## src/rtl/memaccess_lsu_pkg.sv

```systemverilog
// Shared opcodes, funct3 codes and MA state encoding
// for the memory-access stage.
package memaccess_lsu_pkg;

  localparam logic [6:0] OP_LOAD   = 7'b0000011;
  localparam logic [6:0] OP_STORE  = 7'b0100011;
  localparam logic [6:0] OP_BRANCH = 7'b1100011;

  localparam logic [2:0] F3_LB  = 3'b000;
  localparam logic [2:0] F3_LH  = 3'b001;
  localparam logic [2:0] F3_LW  = 3'b010;
  localparam logic [2:0] F3_LBU = 3'b100;
  localparam logic [2:0] F3_LHU = 3'b101;

  localparam logic [2:0] F3_SB = 3'b000;
  localparam logic [2:0] F3_SH = 3'b001;
  localparam logic [2:0] F3_SW = 3'b010;

  typedef enum logic [1:0] {
    IDLE,
    REQ,
    WAIT
  } ma_state_t;

  // Stores and branches never write rd.
  function automatic logic no_rd_write(
    input logic [6:0] opc
  );
    return (opc == OP_STORE) ||
           (opc == OP_BRANCH);
  endfunction

endpackage

```

## src/rtl/memaccess_align.sv

```systemverilog
// Store lane/byte-enable generation, load extract and
// extend, and misaligned / illegal funct3 detection.
module memaccess_align
  import memaccess_lsu_pkg::*;
(
  input  logic [6:0]  opc,
  input  logic [2:0]  f3,
  input  logic [1:0]  off,
  input  logic [31:0] rd2,
  input  logic [2:0]  ld_f3,
  input  logic [1:0]  ld_off,
  input  logic [31:0] rdat,
  output logic        is_ls,
  output logic        is_st,
  output logic        drop,
  output logic [3:0]  be,
  output logic [31:0] wdat,
  output logic [31:0] ld_dat
);

  logic        is_ld;
  logic        bad;
  logic [31:0] sh;

  assign is_st = (opc == OP_STORE);
  assign is_ld = (opc == OP_LOAD);
  assign is_ls = is_st | is_ld;
  assign drop  = is_ls & bad;

  always_comb begin
    bad  = 1'b1;
    be   = 4'b0000;
    wdat = 32'h0;
    unique case (1'b1)
      is_st && f3 == F3_SB: begin
        bad  = 1'b0;
        be   = 4'b0001 << off;
        wdat = {4{rd2[7:0]}};
      end
      is_st && f3 == F3_SH: begin
        bad  = off[0];
        be   = 4'b0011 << off;
        wdat = {2{rd2[15:0]}};
      end
      is_st && f3 == F3_SW: begin
        bad  = |off;
        be   = 4'b1111;
        wdat = rd2;
      end
      is_ld && (f3 == F3_LB ||
                f3 == F3_LBU): begin
        bad = 1'b0;
        be  = 4'b1111;
      end
      is_ld && (f3 == F3_LH ||
                f3 == F3_LHU): begin
        bad = off[0];
        be  = 4'b1111;
      end
      is_ld && f3 == F3_LW: begin
        bad = |off;
        be  = 4'b1111;
      end
      default: bad = 1'b1;
    endcase
  end

  assign sh = rdat >> {ld_off, 3'b000};

  always_comb begin
    ld_dat = sh;
    unique case (ld_f3)
      F3_LB:   ld_dat = {{24{sh[7]}}, sh[7:0]};
      F3_LH:   ld_dat = {{16{sh[15]}}, sh[15:0]};
      F3_LBU:  ld_dat = {24'h0, sh[7:0]};
      F3_LHU:  ld_dat = {16'h0, sh[15:0]};
      default: ld_dat = sh;
    endcase
  end

endmodule

```

## src/rtl/memaccess_lsu.sv

```systemverilog
// Memory-access pipeline stage: ex->ma register, data
// memory req/gnt/rvld sequencing, WB output and forwarding.
module memaccess_lsu
  import memaccess_lsu_pkg::*;
#(
  parameter int          AW       = 32,
  parameter logic [31:0] NOP_INST = 32'h0000_0013
) (
  input  logic          clk,
  input  logic          rst_n,
  input  logic          ma_vld,
  output logic          ma_rdy,
  input  logic [31:0]   ma_inst,
  input  logic [31:0]   ma_dat,
  input  logic [31:0]   ma_rd2,
  output logic          dm_req,
  output logic          dm_we,
  output logic [AW-1:0] dm_addr,
  output logic [3:0]    dm_be,
  output logic [31:0]   dm_wdat,
  input  logic          dm_gnt,
  input  logic          dm_rvld,
  input  logic [31:0]   dm_rdat,
  output logic          wb_vld,
  input  logic          wb_rdy,
  output logic [31:0]   wb_inst,
  output logic [31:0]   wb_dat,
  output logic          id_fwd_we,
  output logic [4:0]    id_fwd_dst,
  output logic [31:0]   id_fwd_dat,
  output logic          ma_misalign
);

  ma_state_t   state;
  logic [31:0] ls_inst;
  logic [31:0] ls_addr;
  logic        take;
  logic        is_ls;
  logic        is_st;
  logic        drop;
  logic [3:0]  st_be;
  logic [31:0] st_wdat;
  logic [31:0] ld_dat;

  // Only accept when a result produced next cycle
  // has a free WB slot to land in.
  assign ma_rdy = (state == IDLE) &
                  (~wb_vld | wb_rdy);
  assign take   = ma_vld & ma_rdy;

  memaccess_align u_align (
    .opc    (ma_inst[6:0]),
    .f3     (ma_inst[14:12]),
    .off    (ma_dat[1:0]),
    .rd2    (ma_rd2),
    .ld_f3  (ls_inst[14:12]),
    .ld_off (ls_addr[1:0]),
    .rdat   (dm_rdat),
    .is_ls  (is_ls),
    .is_st  (is_st),
    .drop   (drop),
    .be     (st_be),
    .wdat   (st_wdat),
    .ld_dat (ld_dat)
  );

  always_ff @(posedge clk or negedge rst_n) begin
    if (!rst_n) begin
      state       <= IDLE;
      dm_req      <= 1'b0;
      dm_we       <= 1'b0;
      dm_addr     <= '0;
      dm_be       <= '0;
      dm_wdat     <= '0;
      wb_vld      <= 1'b0;
      wb_inst     <= '0;
      wb_dat      <= '0;
      ma_misalign <= 1'b0;
      ls_inst     <= '0;
      ls_addr     <= '0;
    end else begin
      ma_misalign <= 1'b0;
      if (wb_rdy) wb_vld <= 1'b0;
      unique case (state)
        IDLE: begin
          if (take) begin
            unique case (1'b1)
              !is_ls: begin
                wb_inst <= ma_inst;
                wb_dat  <= ma_dat;
                wb_vld  <= 1'b1;
              end
              drop: begin
                ma_misalign <= 1'b1;
                wb_inst     <= NOP_INST;
                wb_dat      <= '0;
                wb_vld      <= 1'b1;
              end
              default: begin
                ls_inst <= ma_inst;
                ls_addr <= ma_dat;
                dm_req  <= 1'b1;
                dm_we   <= is_st;
                dm_addr <= {ma_dat[AW-1:2], 2'b00};
                dm_be   <= st_be;
                dm_wdat <= st_wdat;
                state   <= REQ;
              end
            endcase
          end
        end
        REQ: begin
          if (dm_gnt) begin
            dm_req <= 1'b0;
            if (dm_we) begin
              wb_inst <= ls_inst;
              wb_dat  <= ls_addr;
              wb_vld  <= 1'b1;
              state   <= IDLE;
            end else begin
              state <= WAIT;
            end
          end
        end
        WAIT: begin
          if (dm_rvld) begin
            wb_inst <= ls_inst;
            wb_dat  <= ld_dat;
            wb_vld  <= 1'b1;
            state   <= IDLE;
          end
        end
        default: state <= IDLE;
      endcase
    end
  end

  assign id_fwd_we  = wb_vld &
                      ~no_rd_write(wb_inst[6:0]) &
                      (wb_inst[11:7] != 5'd0);
  assign id_fwd_dst = wb_inst[11:7];
  assign id_fwd_dat = wb_dat;

endmodule

```

## config.mk

```make
export PLATFORM = sky130hd
export DESIGN_NAME = memaccess_lsu
export DESIGN_NICKNAME = d
export VERILOG_FILES = /design/src/rtl/memaccess_lsu_pkg.sv /design/src/rtl/memaccess_align.sv /design/src/rtl/memaccess_lsu.sv
export SDC_FILE = /design/constraint.sdc
export NUM_CORES = 1
export LEC_CHECK = 0
export ABC_CLOCK_PERIOD_IN_PS = 2980
export CORE_MARGIN = 1.5
export CORE_UTILIZATION = 51
export CTS_BUF_LIST = sky130_fd_sc_hd__clkbuf_2
export CTS_CLUSTER_DIAMETER = 100
export DETAILED_ROUTE_END_ITERATION = 10
export DONT_BUFFER_PORTS = 1
export PLACE_DENSITY = 0.68
export REMOVE_ABC_BUFFERS = 1
export SYNTH_ARGS = -nofsm -noshare
export SYNTH_HDL_FRONTEND = slang
export SYNTH_HIERARCHICAL = 1
export SYNTH_SLANG_ARGS = --single-unit
```

## constraint.sdc

```tcl
create_clock -name clk -period 2.98 [get_ports clk]
set_input_delay 0.596 -clock clk [delete_from_list [all_inputs] [get_ports clk]]
set_output_delay 0.596 -clock clk [all_outputs]
set_load 0.01 [all_outputs]
```

==> results of run 1 <==
==> state kept, by name, summed over array words and instances (netlist names) <==
register     cells
state            2
id_fwd_dat      32
dm_we            1
dm_wdat         32
wb_inst         32
ls_inst         32
ma_misalign      1
wb_vld           1
ls_addr         32
dm_req           1
dm_be            4
==> path summary, 6_finish.rpt <==
check	endpoint	slack, ps
setup / recovery	wb_inst[31]	330
hold reg to reg	ls_inst[5]	550
hold / removal	wb_inst[19]	-530
max in group asynchronous	dm_wdat[24]	3160
min in group clk	dm_wdat[0]	100
setup reg to reg	wb_inst[31]	330
==> cell type report <==
class                   instances  area, sq um
inverters                       9         33.8
repair buffers                 98          968
multi-input cells             517         4700
clock buffers                  17         85.1
clock inverters                15          178
well taps                     260          325
fillers                      1582         8410
flip-flops and latches        170         4250
==> stage by stage <==
step,hold WS [ps],util (%)
floorplan,300,-
global placement,304,49.9
detailed placement,304,49.9
CTS,-593,54.7
global route,-672,55.6
finish,-535,55.6
==> cell usage after synthesis, types with 4 or more instances <==
cell and number:
clkbuf_1 8, or2_2 9, inv_1 9, mux2_2 107, a21o_1 16, a21oi_1 52, buf_4 80, buf_12 6
nand2_1 44, dfrtp_1 170, clkbuf_8 7, and2_1 9, mux2i_1 17, o22ai_1 8, buf_1 4, a22o_2 74
nand3_1 4, mux2_4 62, buf_6 4, o21ai_0 6, ha_1 6, nor2b_1 13, a211oi_1 8, nand2b_1 13
dlygate4sd1_1 5, o2bb2ai_1 8, buf_2 14, a22o_1 19, nor2_1 13
==> cells by family (layout without fill, tap and decap cells) <==
group	after synthesis	after routing	share of synthesized area, %
buffers and inverters	137	139	10.6
AOI/OAI and AO/OA	203	203	16.5
muxes	186	186	23.1
adders and majority gates	6	6	0.753
xor gates and xnor gates	1	1	0.0878
DFF	170	170	42.6
and+or+nand+nor	119	119	6.30
other	1	2	0.0376
==> worst register-to-register path, stage by stage, from the launching register on <==
cell and delay [ps]:
dfrtp_1 500, inv_1 130, ha_2 300, nor2_4 1000, buf_4 390, a22o_1 180, mux2_4 150
==> timing repair <==
action	CTS	global route
endpoints found under the hold margin	237	187
hold buffers	66	17
resized for setup	0	0
==> routing by layer <==
metal | GRT usage (%) | wire [um]
met5 | 0 | 0
met4 | 8.36 | 524
met3 | 8.22 | 2280
met2 | 43.6 | 13300
met1 | 28.1 | 9910
==> cells in the final DEF (no fill, tap or decap), types with 12 or more instances in the layout <==
master | netlist | routed
a22o_1 | 19 | 19
buf_4 | 80 | 13
mux2i_1 | 17 | 17
mux2_4 | 62 | 62
a21o_1 | 16 | 16
nor2_1 | 13 | 13
clkbuf_2 | 0 | 17
dfrtp_1 | 170 | 170
a21oi_1 | 52 | 52
nand2b_1 | 13 | 12
nand2_1 | 44 | 44
dlygate4sd3_1 | 0 | 83
a22o_2 | 74 | 74
mux2_2 | 107 | 107
nor2b_1 | 13 | 13
==> report_power, final <==
group          switching (W)  leakage (nW)  internal [W]
registers           0.000900          2.27       0.00286
logic                0.00198          2.57       0.00221
clock network       0.000962         0.151      0.000358
total                0.00384          4.99       0.00542
==> results.cfg, run 1 <==
[clock_network]
clk_path_buf_depth = 2
cts_tree = built
clock-sinks = 170
root_buffer = clkbuf_2
clk_pin_slew_worst_paths_ps = 330
h-tree-depth = 4
post_cts_buffers = 0
numCtsBuffers = 17
clock_latency_ps = 750

[place]
place_hpwl_mm = 16.8
dpl.cell_count = 971
post_dp_cell_area_sq_um = 9450
gp_congestion = 0.854
io_buffers = 0
dp_slack_ps = 120

[die]
start_util_pct = 52.6
die_w_um = 143
rows = 50
die_h_um = 143
coreArea_sq_um = 19000
ios = 309
die-area_sq_um = 20400

[timing]
min_period_ps = 2650
setup_viol = 0
fmax_mhz = 377
holdWs_ps = -535
relSlewSlack_pct = 13.2
post-route-period-util_pct = 88.9
fin_skew_ps = 52.8
fin_ws_ps = 330
hold_viol_final = 170
worstMarginPinSlew_ps = 1300
maxSlewViolCount = 0
fin_tns_setup_ps = 0
rsz0062_at_grt = false

[detailed_routing]
drc = 0
drtIter0Drc = 376
vias = 6648
drt-pass1-iter-count = 7
wirelength_mm = 26.0
vias_per_cell = 6.12
wl_per_cell_um = 23.9
ant_nets = 0

[worst_setup_path]
criticalPathCategory = reg2reg
critPathBufInv = 2
cp_slowest_cell = nor2_4
crit_chain = inv_1, ha_2, nor2_4, buf_4, a22o_1, mux2_4
ff2ff_path_depth = 6
timing.rr.start = state[1]
crit_family = simple AND/OR/NAND/NOR gates
slowest_delay_ps = 990
crit_path_end_kind = flop
worst-path-max-fanout = 47
path_depth = 6
start_kind = flop
crit_start = state[1]
required_ps = 3670
worstPathArrival_ps = 3340

[global_route]
grt_overflow = 0
grt_usage_pct = 24.7
grt_pass1_wl_mm = 39.0
grt_max_degree = 171
antenna_found_initial = 0
grt_pass1_vias = 7144

[power]
powerDensity_nw_per_um2 = 879
p_leak_nw = 4.99
ir_drop_mv = 0.639
total_power_w = 0.00927

[final_layout]
antenna_cells = 0
drive_above_1_share_pct = 38.1
final_cell_area_sq_um = 10500
area_delta_synth_final_pct = 5.73
layout.nets = 953
layout.cells.non_filler = 1086

[status]
outcome = complete, but fails checks
violations = hold timing

[synth]
synth_edf_count = 0
yosysTopAreaCellShare_pct = 42.6
synth_area_leaders = dfrtp_1 43%, mux2_2 12%, mux2_4 9.3%
ys_types = 53
ys_async_sr_fraction_pct = 100
syn_area_sq_um = 9980
yosysSeqAreaShare_pct = 42.6
yosysTopAreaCell = dfrtp_1
synth-main-ff-cell = dfrtp_1
yosys_warnings = 6
synth_cells = 823
ys_ff_latch = 170
avgSynthCellArea_sq_um = 12.1

[job]
cap_violations = 0

[min_path]
min-delay-path-class = in2async
Power figures use the tool's default switching activity.
==> run 2, diff against run 1 <==
Settings changed: CORE_MARGIN 1.5 to 10, GPL_ROUTABILITY_DRIVEN from default to 0.
==> run 2 against run 1 <==
  * The run still ends with hold timing left
  * Non-clock buffer count up 31
  * Final cell count up 3.5%
  * Count of clock-buffer cells in the layout unchanged
  * Die area up 25%
  * Sequential share of layout area down 1.2 points
  * Worst setup slack better by 91 ps
  * Global-route usage down 3.3 points
  * Largest power group unchanged
  * First-iteration DRC count up 5.6%
  * Critical path type unchanged
==> results.cfg, run 2 (synthesized netlist as in run 1, its figures left out) <==
[die]
die_h_um = 160
rows = 51
coreArea_sq_um = 19300
die-area_sq_um = 25600
start_util_pct = 51.6
die_w_um = 160
ios = 309

[clock_network]
cts_tree = built
clk_path_buf_depth = 2
clk_pin_slew_worst_paths_ps = 290
clock_latency_ps = 760
post_cts_buffers = 0
root_buffer = clkbuf_2
numCtsBuffers = 17
h-tree-depth = 4
clock-sinks = 170

[detailed_routing]
wl_per_cell_um = 25.7
vias = 6910
drtIter0Drc = 397
drc = 0
drt-pass1-iter-count = 4
ant_nets = 0
wirelength_mm = 28.9
vias_per_cell = 6.15

[status]
outcome = complete, but fails checks
violations = hold timing

[worst_setup_path]
r2r-end = id_fwd_dat[8]
r2r_slack_ps = 420
ff2ff_path_depth = 7
worst-path-max-fanout = 15
start_kind = flop
timing.rr.start = ls_addr[0]
criticalPathCategory = reg2reg
worstPathArrival_ps = 3280
required_ps = 3710
crit_path_end_kind = flop

[final_layout]
seqCellArea_sq_um = 4250
final_util_pct = 56.2
fill_cells = 1602
area_delta_synth_final_pct = 8.88
layout.nets = 984
layout_commonest_cell = dfrtp_1
multiInputGateArea_sq_um = 4700
final_cell_mix = 170 x dfrtp_1, 113 x dlygate4sd3_1, 107 x mux2_2
drive_above_1_share_pct = 36.6

[place]
io_buffers = 0
place_hpwl_mm = 19.1

[timing]
setup_viol = 0
post-route-period-util_pct = 85.9
fmax_mhz = 391
rsz0062_at_grt = false
hold_viol_final = 170
fin_skew_ps = 41.6
relSlewSlack_pct = 25.4
worstMarginPinSlew_ps = 1120
min_period_ps = 2560
maxSlewViolCount = 0
holdWs_ps = -540

[power]
total_power_w = 0.00929
ir_drop_mv = 0.834
p_leak_nw = 5.13
powerDensity_nw_per_um2 = 855

[global_route]
grtUsageMet3_pct = 9.33
grt_pass1_vias = 7071
grt_busiest_layer = met2
grt_max_degree = 171
grt_overflow = 0
grt_use_met2_pct = 35.9
grt_util_met1_pct = 25.1
grt_pass1_wl_mm = 43.7
antenna_found_initial = 1
grt_usage_pct = 21.5

[min_path]
min-delay-path-class = in2async

[job]
cap_violations = 0
==> run 2: final cells by class <==
type	count	area share [%]
inverters	9	0.311
well taps	265	3.05
diodes	2	0.0461
repair buffers	129	12.0
multi-input cells	517	43.3
flip-flops and latches	170	39.2
clock buffers	17	0.783
clock inverters	15	1.41
==> run 2: repair_timing <==
item                      4_1_cts  5_1_grt
hold endpoints to repair      263      210
hold buffers                   73       40
resized for setup               0        0
==> run 2: stage by stage <==
stage	cells	instance area, sq um	hold WS, ps	setup TNS, ps	setup slack (ps)
5_1_grt	1123	10900	-707	0	231
4_1_cts	1082	10500	-614	0	361
3_5_place_dp	977	9490	306	0	211
6_report	1124	10900	-540	0	421
3_3_place_gp	977	9490	306	0	314
2_1_floorplan	696	8960	300	-311010	-1950
==> run 2: how the worst max path moves through the flow <==
stage / depth (start not counted) / startpoint / to
after floorplan: 6 / ma_inst[3] / dm_be[0]
after global placement: 9 / ma_inst[3] / wb_inst[18]
after detailed placement: 9 / ma_inst[3] / wb_inst[8]
after CTS: 3 / state[1] / ma_rdy
after global routing: 3 / state[1] / ma_rdy
final: 7 / ls_addr[0] / id_fwd_dat[8]
==> run 2: critical path, cell delays in order, from the launching register on <==
cell	delay, ps
dfrtp_1	720
buf_4	310
nor2b_1	620
a21oi_1	160
a21oi_1	290
a22o_2	190
a22o_2	120
mux2_4	130
==> run 2: per-layer routing <==
metal / routed length (um) / vias to the layer above
met1: 11000 / 3561
met5: 0 / -
met2: 14400 / 360
met3: 3270 / 18
met4: 226 / 0
li1: - / 2971
==> run 2: where the power goes <==
group / total, W / internal, W / leakage (nW) / switching [W]
Clock: 0.00122 / 0.000273 / 0.147 / 0.000951
Combinational: 0.00426 / 0.00226 / 2.72 / 0.00200
Sequential: 0.00380 / 0.00286 / 2.27 / 0.000945
Total: 0.00929 / 0.00539 / 5.13 / 0.00389
==> run 3, diff against run 2 <==
Settings changed: CELL_PAD_IN_SITES_DETAIL_PLACEMENT from default to 1, CELL_PAD_IN_SITES_GLOBAL_PLACEMENT from default to 2, CORE_UTILIZATION 51 to 42, PLACE_DENSITY 0.68 to 0.84, SLEW_MARGIN from default to 20.
==> run 3 against run 2 <==
  * The run still ends with hold timing left
  * Core utilization shrank 10 points
  * Clock skew rose by 15 ps
  * First-iteration DRC count increased by 14%
==> results.cfg, run 3 (synthesized netlist as in run 1, its figures left out) <==
[clock_network]
clk_path_buf_depth = 2
cts_resized = 0
clock_latency_ps = 750
clk_pin_slew_worst_paths_ps = 310
numCtsBuffers = 17
h-tree-depth = 4
root_buffer = clkbuf_2
clock-sinks = 170
cts_tree = built

[die]
die_w_um = 174
coreArea_sq_um = 23400
die_h_um = 174
start_util_pct = 42.6
die-area_sq_um = 30300
ios = 309
rows = 56

[worst_setup_path]
cp_slowest_cell = dfrtp_1
crit_family = compound AO/OA/AOI/OAI gates
path_depth = 6
crit_path_end_kind = flop
criticalPathCategory = reg2reg
start_kind = flop
slowest_delay_ps = 700
critPathCapture = id_fwd_dat[16]
crit_start = ls_addr[1]
crit_chain = mux2_4, o221ai_4, o22ai_1, a22o_2, a22o_2, mux2_4
timing.rr.start = ls_addr[1]
r2r_slack_ps = 330
r2r-end = id_fwd_dat[16]
required_ps = 3650
worst-path-max-fanout = 16
ff2ff_path_depth = 6
critPathBufInv = 0
worstPathArrival_ps = 3330

[status]
violations = hold timing
outcome = complete, but fails checks

[final_layout]
final_cell_mix = 170 x dfrtp_1, 107 x mux2_2, 90 x dlygate4sd3_1
drive_above_1_share_pct = 37.5
fill_cells = 2475
layout.nets = 961
layout.cells.non_filler = 1153
area_delta_synth_final_pct = 7.35
layout_commonest_cell = dfrtp_1
final_cell_area_sq_um = 10700
antenna_cells = 0

[detailed_routing]
wirelength_mm = 31.4
drtIter0Drc = 452
ant_nets = 0
drt-pass1-iter-count = 5
vias = 6695
vias_per_cell = 5.81
wl_per_cell_um = 27.2
drc = 0

[power]
p_leak_nw = 5.03
ir_drop_mv = 0.486
seq_power_share_pct = 40.5
switchingPower_w = 0.00398
powerDensity_nw_per_um2 = 877
internal_power_w = 0.00541
p_clk_share_pct = 13.4
switching_share_pct = 42.4
comb_power_share_pct = 46.1

[global_route]
grt_overflow = 0
grt_pass1_vias = 7360
grt_pass1_wl_mm = 47.4
antenna_found_initial = 0
grt_max_degree = 171
grt_usage_pct = 19.9

[timing]
setup_viol = 0
holdWs_ps = -519
fin_skew_ps = 56.8
fin_tns_setup_ps = 0
rsz0062_at_grt = false
min_period_ps = 2650
hold_viol_final = 170
relSlewSlack_pct = 43.2
worstMarginPinSlew_ps = 851
fmax_mhz = 377
maxSlewViolCount = 0
fin_ws_ps = 326
post-route-period-util_pct = 89.1

[min_path]
min-delay-path-class = in2async

[place]
io_buffers = 0
place_hpwl_mm = 20.9
post_dp_cell_area_sq_um = 9570
dp_slack_ps = 217
dpl.cell_count = 1031

[job]
cap_violations = 0
[run 3: changes by cell type in the layout (fill, tap and decap cells not counted), sizes merged]
cell | before | now
dlygate4sd3 | 113 | 90
diode | 2 | 0
clkinv | 8 | 7
clkinvlp | 0 | 1
[run 3: power by group through the flow]
stage	Combinational (W)	Sequential [W]	Clock (W)
final	0.00433	0.00380	0.00126
after floorplan	0.00312	0.00359	0
after global routing	0.00463	0.00390	0.00144
after global placement	0.00402	0.00383	0
after CTS	0.00430	0.00381	0.00131
after detailed placement	0.00418	0.00386	0
[run 3: layer usage]
metal | wire (um) | share of wire (%) | vias up | GRT usage, %
met5 | 0 | 0 | - | 0
met4 | 525 | 1.7 | 0 | 4.13
met3 | 3640 | 12 | 32 | 9.99
met2 | 15600 | 50 | 316 | 34.1
met1 | 11600 | 37 | 3427 | 21.6
li1 | - | - | 2920 | -
[run 3: layout make-up]
class / instances / area (sq um) / area share, %
clock buffer: 17 / 85.1 / 0.794
clock inverter: 15 / 155 / 1.45
inverter: 9 / 33.8 / 0.315
multi-input combinational: 517 / 4700 / 43.9
sequential: 170 / 4250 / 39.7
tap: 319 / 399 / 3.73
timing repair buffer: 106 / 1080 / 10.1
[run 3: timing repair]
action / in CTS / in global routing
hold endpoints to repair: 279 / 187
hold buffers: 73 / 17
buffers inserted: 0 / 0
[run 3: how the worst min path moves through the flow]
stage	start	end	slack, ps	depth (start not counted)
after floorplan	rst_n	dm_be[0]	300	0
after global placement	rst_n	wb_inst[15]	310	0
final	rst_n	wb_inst[24]	-520	0
after global routing	rst_n	ls_inst[3]	-710	0
after CTS	rst_n	dm_wdat[16]	-650	0
after detailed placement	rst_n	wb_inst[24]	310	0
[run 3: through the flow]
| stage | utilization (%) | total power (W) |
|---|---|---|
| 3_3_place_gp | 40.9 | 0.00784 |
| 4_1_cts | 45.0 | 0.00943 |
| 6_report | 45.8 | 0.00939 |
| 3_5_place_dp | 40.9 | 0.00805 |
| 5_1_grt | 45.8 | 0.00997 |
| 2_1_floorplan | - | 0.00671 |
